### config.mk
export PLATFORM = sky130hd
export DESIGN_NAME = cache_fill_fsm
export DESIGN_NICKNAME = d
export VERILOG_FILES = /design/src/rtl/cache_pkg.sv /design/src/rtl/cache_fill_fsm_counter.sv /design/src/rtl/cache_fill_fsm.sv
export SDC_FILE = /design/constraint.sdc
export NUM_CORES = 1
export LEC_CHECK = 0
export CORE_MARGIN = 2
export CORE_UTILIZATION = 35
export DETAILED_ROUTE_END_ITERATION = 7
export PLACE_DENSITY_LB_ADDON = 0.2
export SLEW_MARGIN = 0
export SYNTH_ARGS = -nofsm -noshare
export SYNTH_HDL_FRONTEND = slang
export SYNTH_SLANG_ARGS = --single-unit
export TNS_END_PERCENT = 1
### constraint.sdc
create_clock -name clk -period 1.8 [get_ports clk]
set_input_delay 0.36 -clock clk [delete_from_list [all_inputs] [get_ports clk]]
set_output_delay 0.36 -clock clk [all_outputs]
set_load 0.005 [all_outputs]
### src/rtl/cache_pkg.sv
// Shared constants, field widths and FSM state type for the cache fill path.
package cache_pkg;

    localparam int unsigned ADDR_W          = 16;
    localparam int unsigned DATA_W          = 16;
    localparam int unsigned WORDS_PER_BLOCK = 8;
    localparam int unsigned OFFSET_W        = 4;

    // Address field split: tag | set | byte offset.
    localparam int unsigned TAG_W = 6;
    localparam int unsigned SET_W = 6;
    localparam int unsigned OFF_W = 4;

    // Counters need one extra bit so they can hold WORDS_PER_BLOCK itself.
    localparam int unsigned CNT_W = $clog2(WORDS_PER_BLOCK) + 1;

    typedef enum logic {
        IDLE,
        FILL
    } fill_state_t;

    // Clears the byte offset so the block base is block-aligned.
    function automatic logic [ADDR_W-1:0] block_base(input logic [ADDR_W-1:0] addr);
        return {addr[ADDR_W-1:OFFSET_W], {OFFSET_W{1'b0}}};
    endfunction

    // Byte address of word idx within the block at base (2 bytes per word).
    function automatic logic [ADDR_W-1:0] word_addr(input logic [ADDR_W-1:0] base,
                                                    input logic [CNT_W-1:0]  idx);
        logic [ADDR_W-1:0] off;
        off            = '0;
        off[CNT_W:1]   = idx;
        return base + off;
    endfunction

endpackage

### src/rtl/cache_fill_fsm_counter.sv
// Resettable up-counter with enable, synchronous clear and a below-limit compare.
module fill_counter #(
    parameter int unsigned WIDTH = 4,
    parameter int unsigned LIMIT = 8
) (
    input  logic             clk,
    input  logic             rst,
    input  logic             clear,
    input  logic             en,
    output logic [WIDTH-1:0] count,
    output logic             below_limit
);

    // Clear wins over enable so a new fill always starts from word 0.
    always_ff @(posedge clk) begin
        if (!rst) begin
            count <= '0;
        end else if (clear) begin
            count <= '0;
        end else if (en) begin
            count <= count + 1'b1;
        end
    end

    assign below_limit = (count < WIDTH'(LIMIT));

endmodule

### src/rtl/cache_fill_fsm.sv
// Block fill engine: on a cache miss, issues one read per word to pipelined
// memory and streams the returned words into the cache data and tag arrays.
module cache_fill_fsm
    import cache_pkg::*;
(
    input  logic              clk,
    input  logic              rst,
    input  logic              miss_detected,
    input  logic [ADDR_W-1:0] miss_address,
    output logic              fsm_busy,
    output logic              memory_read,
    output logic [ADDR_W-1:0] memory_address,
    input  logic              memory_data_valid,
    input  logic [DATA_W-1:0] memory_data,
    output logic              write_data_array,
    output logic              write_tag_array,
    output logic [ADDR_W-1:0] cache_word_addr,
    output logic [DATA_W-1:0] cache_data
);

    fill_state_t       state;
    logic [ADDR_W-1:0] base;
    logic              busy;

    logic [CNT_W-1:0]  issue_cnt;
    logic [CNT_W-1:0]  ret_cnt;
    logic              issue_below;
    logic              ret_below;
    logic              start_fill;
    logic              in_fill;
    logic              accept;
    logic              last_word;

    assign in_fill    = (state == FILL);
    assign start_fill = (state == IDLE) && miss_detected;

    // A return is only legal while a request is outstanding; anything else is spurious.
    assign accept    = in_fill && memory_data_valid && (ret_cnt < issue_cnt);
    assign last_word = (ret_cnt == CNT_W'(WORDS_PER_BLOCK - 1));

    fill_counter #(
        .WIDTH (CNT_W),
        .LIMIT (WORDS_PER_BLOCK)
    ) u_issue_cnt (
        .clk         (clk),
        .rst         (rst),
        .clear       (start_fill),
        .en          (memory_read),
        .count       (issue_cnt),
        .below_limit (issue_below)
    );

    fill_counter #(
        .WIDTH (CNT_W),
        .LIMIT (WORDS_PER_BLOCK)
    ) u_ret_cnt (
        .clk         (clk),
        .rst         (rst),
        .clear       (start_fill),
        .en          (accept),
        .count       (ret_cnt),
        .below_limit (ret_below)
    );

    // FSM: latch the block base on a miss, return to IDLE once the last word lands.
    always_ff @(posedge clk) begin
        if (!rst) begin
            state <= IDLE;
            base  <= '0;
            busy  <= 1'b0;
        end else begin
            unique case (state)
                IDLE: begin
                    if (miss_detected) begin
                        base  <= block_base(miss_address);
                        busy  <= 1'b1;
                        state <= FILL;
                    end
                end
                FILL: begin
                    // Misses seen here are dropped; the cache re-raises them afterwards.
                    if (accept && last_word) begin
                        busy  <= 1'b0;
                        state <= IDLE;
                    end
                end
                default: begin
                    busy  <= 1'b0;
                    state <= IDLE;
                end
            endcase
        end
    end

    // Issue and return paths decoded from the registered state and counters.
    always_comb begin
        fsm_busy         = busy;
        memory_read      = in_fill && issue_below;
        memory_address   = '0;
        write_data_array = accept;
        write_tag_array  = accept && last_word;
        cache_word_addr  = '0;
        cache_data       = memory_data;
        if (memory_read) begin
            memory_address = word_addr(base, issue_cnt);
        end
        // On the last word this address shares tag/set with the block base.
        if (accept) begin
            cache_word_addr = word_addr(base, ret_cnt);
        end
    end

    // ret_below is structurally available but the accept compare uses issue_cnt directly.
    logic unused_ok;
    assign unused_ok = ret_below;

endmodule

Yosys cells after proc, flatten, opt, wreduce, memory -nomap -nowiden
Cells that the tools add are included.
{"block": "word_totals", "reg_bits": 22, "inputBits": 36, "out_inout_bits": 52, "wordCells": 32}
{"block": "op_classes", "addsub": 4, "n_lt_le_gt_ge": 2, "eq_ne": 3, "mux": 8, "n_bitwise": 2, "reduce_logical": 8}
{"op": "16-bit by 5-bit adder with 16-bit output", "n": 2}
{"op": "16-bit 2-to-1 mux", "n": 2}
{"op": "4-bit by 1-bit adder with 4-bit output (second input constant)", "n": 2}
{"op": "1-bit logical AND", "n": 5}
{"op": "4-bit by 3-bit == test with 1-bit output (second input constant)", "n": 1}
{"op": "4-bit < comparator", "n": 1}
{"op": "4-bit < comparator (second input constant)", "n": 1}
{"op": "1-bit 2-to-1 mux", "n": 4}
{"op": "2-bit != test (second input constant)", "n": 2}
{"op": "1-bit one-hot mux with 2 select lines", "n": 2}
{"op": "2-bit AND reduction", "n": 2}
{"op": "1-bit NOT", "n": 2}
{"op": "2-bit OR reduction", "n": 1}

Logic depth before layout (Yosys ltp)
{"block": "depth", "depth_word": 5, "mapped_depth": 7, "mapped_depth_nobuf": 7}

Hierarchy
Synthesis repeated with hierarchy kept, for this count alone.
{"block": "hier_totals", "cells_unflattened": 224, "area_unflattened_um2": 1751.7}
{"module": "cache_fill_fsm", "instances": 1, "cells_each": 188, "area_each_um2": 1381.3, "seq_area_each_um2": 280.3}
{"module": "fill_counter", "instances": 2, "cells_each": 18, "area_each_um2": 185.2, "seq_area_each_um2": 80.1}

Worst setup path before layout
OpenSTA, ideal clock, no wires.
{"block": "synth_path", "kind": "reg-to-output", "start": "register u_issue_cnt.count[3]", "end": "output cache_word_addr[10]", "t_arrival_ns": 1.579, "required_ns": 1.440, "setup_slack_ns": -0.139, "stages_incl_launch_ff": 8, "path_buffers": 1, "path_cell_list": "dfxtp_1 inv_1 ha_1 a21oi_1 nand3_1 or2_2 buf_2 nor2_1"}
{"block": "synth_between", "elab_chain_len": 3}
{"item": "start: declaration", "line_no": "cache_fill_fsm_counter.sv:10", "rtl": "output logic [WIDTH-1:0] count,"}
{"item": "start signal: assignment", "line_no": "cache_fill_fsm_counter.sv:21", "rtl": "count <= count + 1'b1;"}
{"item": "4-bit < comparator", "line_no": "cache_fill_fsm.sv:38", "rtl": "assign accept = in_fill && memory_data_valid && (ret_cnt < issue_cnt);"}
{"item": "1-bit logical AND", "line_no": "cache_fill_fsm.sv:38"}
{"item": "16-bit 2-to-1 mux", "line_no": "cache_fill_fsm.sv:108", "rtl": "if (accept) begin"}
{"item": "end: declaration", "line_no": "cache_fill_fsm.sv:17", "rtl": "output logic [ADDR_W-1:0] cache_word_addr,"}
Every way passes these cells.

Worst setup path after layout
{"block": "layout_path", "start": "register u_issue_cnt.count[3]", "end": "output cache_word_addr[4]"}
Same word-level chain as after synthesis.

==> run summary <==
Syn Inst Count: 218
Pre-antenna DRT Iters: 5
Unrepaired setup endpoints after global routing: yes
Die area: 5186 sq um
Critical path peak fanout: 5
Clk Latency, worst-skew pair: 0.26 ns
First-pass GRT wire length: 7514 microns
Endpoint type of the worst setup path: output pin
Core area: 4414 sq um
PortBufs: 49
Top post-synthesis cells by area: dfxtp_1 27%, buf_4 8.8%, nand2_1 7.4%
Worst EP arrival: 1.88 ns
Initial core utilization: 36.68%
Via count: 1733
I/O pin cnt: 88
Antenna-violating nets left: 0
Post-DP HPWL: 3297 microns
Critical Path Start Type: register
Clk root buf: clkbuf_8
Crit Path Category: register to output pin
M1 GR Usage: 22.17%
WP data required: 1.44 ns
Yosys top cell area share: 27.20%
CTS Buffer Depth: 2
Max Cap Viol: 0
DRT iter0 DRCs: 62
Yosys top cell by area: dfxtp_1
Fin Hold WS: 0.4985 ns
Worst Slack Setup Final: -0.4363 ns
Layout area overhead: 61.59%
Initial antenna violation count: 0
Failing checks: setup timing
Die Span Y: 72.02 microns
Number of hold buffers added after CTS: 0
Fmax: 0.4472 GHz
Final WL: 4514 microns
Outcome: complete, but fails checks
Final setup viols: 28
DR vias/cell: 4.854
CTS Buf Count: 3
Share of cells above drive strength 1: 48.20%
Grt ovf: 0
Layout net count: 352
Global-route met2 utilization: 33.02%
Syn avg cell area: 7.427 sq um
Warnings, synthesis: 0
Final Core Density: 59.27%
Met3 usage: 2.361%
DR WL/cell: 12.64 microns
Diode count: 0
Synth unique cells: 33
# DRC: 0
Sequential cell area fraction in the yosys report: 27.20%
Flops & latches, synth: 22
Global-route usage over all layers: 18.11%
Die Span X: 72.02 microns
TritonCTS clock tree: yes
Most used routing layer: met2
Row count: 24
Flop2flop setup slack: -0.11 ns
Power Density: 426.2 nW/um^2
Final Hold Viols: 0
Max VDD drop: 0.2046 mV
Cell Area, Synth: 1619 sq um
Period Utilization, post-route: 124.2%
Clock transition at path regs: 0.08 ns
Max Slew Vio Count: 0
Minimum clock period: 2.236 ns
Routability cong.: 0.8421
# fillers: 419
Number of global-route vias before repair: 1622
Worst hold path type: register to register
H-tree depth: 1
Clock Sinks: 22
Largest net degree at the start of global routing: 19
Pleak: 0.001120 uW
Worst Skew: 0.002767 ns
## worst max-delay path, cell delays in order (launching register included)
cell,delay [ns]
dfxtp_4,0.38
inv_4,0.04
ha_4,0.21
a21oi_2,0.14
nand3_2,0.09
or2_4,0.29
inv_4,0.07
buf_6,0.10
buf_6,0.08
and2_4,0.13
buf_6,0.08
## what timing repair did
item,CTS,global route
setup endpoints to repair,33,34
pin swaps,25,9
cloned,0,0
gates resized for setup,138,27
setup buffers,12,4
## logic make-up (layout without fill, tap and decap cells)
kind of cell               after synthesis  in the layout  synth area share [%]
DFF                                     22             22                 27.20
buffers and inverters                   36            122                 13.22
adders and majority gates                9              9                 6.955
AOI/OAI and AO/OA                       29             29                 11.67
other                                    1              2                0.2316
xor gates and xnor gates                20             20                 10.82
and+or+nand+nor                        101            101                 29.91
## Yosys cell counts, drive strengths merged
master / instances
nor3: 5
nand2: 33
nand2b: 1
and4: 1
nor2b: 1
nand3b: 1
or3: 2
buf: 25
o21ai: 6
and2: 8
o2111ai: 1
and3: 2
nor3b: 1
xor2: 10
conb: 1
nand4: 7
o31ai: 3
or4: 2
nand3: 8
nor2: 27
dfxtp: 22
clkbuf: 5
o211ai: 1
ha: 9
xnor2: 10
inv: 6
a21oi: 6
a21boi: 12
or2: 2
## final timing paths
| path | start | end | depth (start not counted) |
|---|---|---|---|
| hold reg to reg | u_issue_cnt.count[2]$_SDFFE_PP0P_ | u_issue_cnt.count[3]$_SDFFE_PP0P_ | 2 |
| hold / removal | u_issue_cnt.count[2]$_SDFFE_PP0P_ | u_issue_cnt.count[3]$_SDFFE_PP0P_ | 2 |
| setup reg to reg | u_issue_cnt.count[1]$_SDFFE_PP0P_ | u_ret_cnt.count[0]$_SDFFE_PP0P_ | 9 |
| setup / recovery | u_issue_cnt.count[3]$_SDFFE_PP0P_ | cache_word_addr[4] | 10 |
## cell usage in the layout, fill, tap and decap left out, drive strengths merged, types with 9 or more instances in the layout
cell	n
clkdlybuf4s50	17
nand2	33
clkbuf	10
buf	86
ha	9
xor2	10
dfxtp	22
xnor2	10
nor2	27
a21boi	12
## power by group
group | internal [uW] | switching (uW) | total (uW)
Combinational | 153 | 124 | 276
Clock | 150 | 164 | 313
Sequential | 508 | 18.0 | 526
Total | 810 | 305 | 1120
## cell type report
class	instances	area, sq um	area share, %
Clock buffer	3	41.29	1.578
Multi-Input combinational cell	161	1140	43.57
Timing Repair Buffer	113	887.1	33.91
Sequential cell	22	455.4	17.41
Inverter	6	27.53	1.052
Tap cell	52	65.06	2.487
## sequential cells by signal, indices dropped and copies added, names as in the netlist
| register | count |
|---|---|
| u_issue_cnt.count | 4 |
| fsm_busy | 1 |
| in_fill | 1 |
| u_ret_cnt.count | 4 |
| base | 12 |
## metrics by stage
stage	cells	TNS, ns	instance area (sq um)	setup WS (ns)	total power (uW)
after floorplan	219	0	1683	0.009284	675.5
final	357	-7.271	2616	-0.4363	1115
after global routing	357	-9.358	2616	-0.4910	1170
after detailed placement	338	-11.67	2397	-0.5773	785.5
after CTS	353	-7.679	2585	-0.4119	1121
after global placement	338	-11.34	2397	-0.5452	783.4
## per-layer routing
layer | share of wire [%] | up-vias
met5 | 0 | -
li1 | - | 884
met3 | 4.8 | 6
met2 | 51 | 48
met4 | 1.1 | 0
met1 | 43 | 795
No activity file was read; power rests on OpenSTA's default activity.
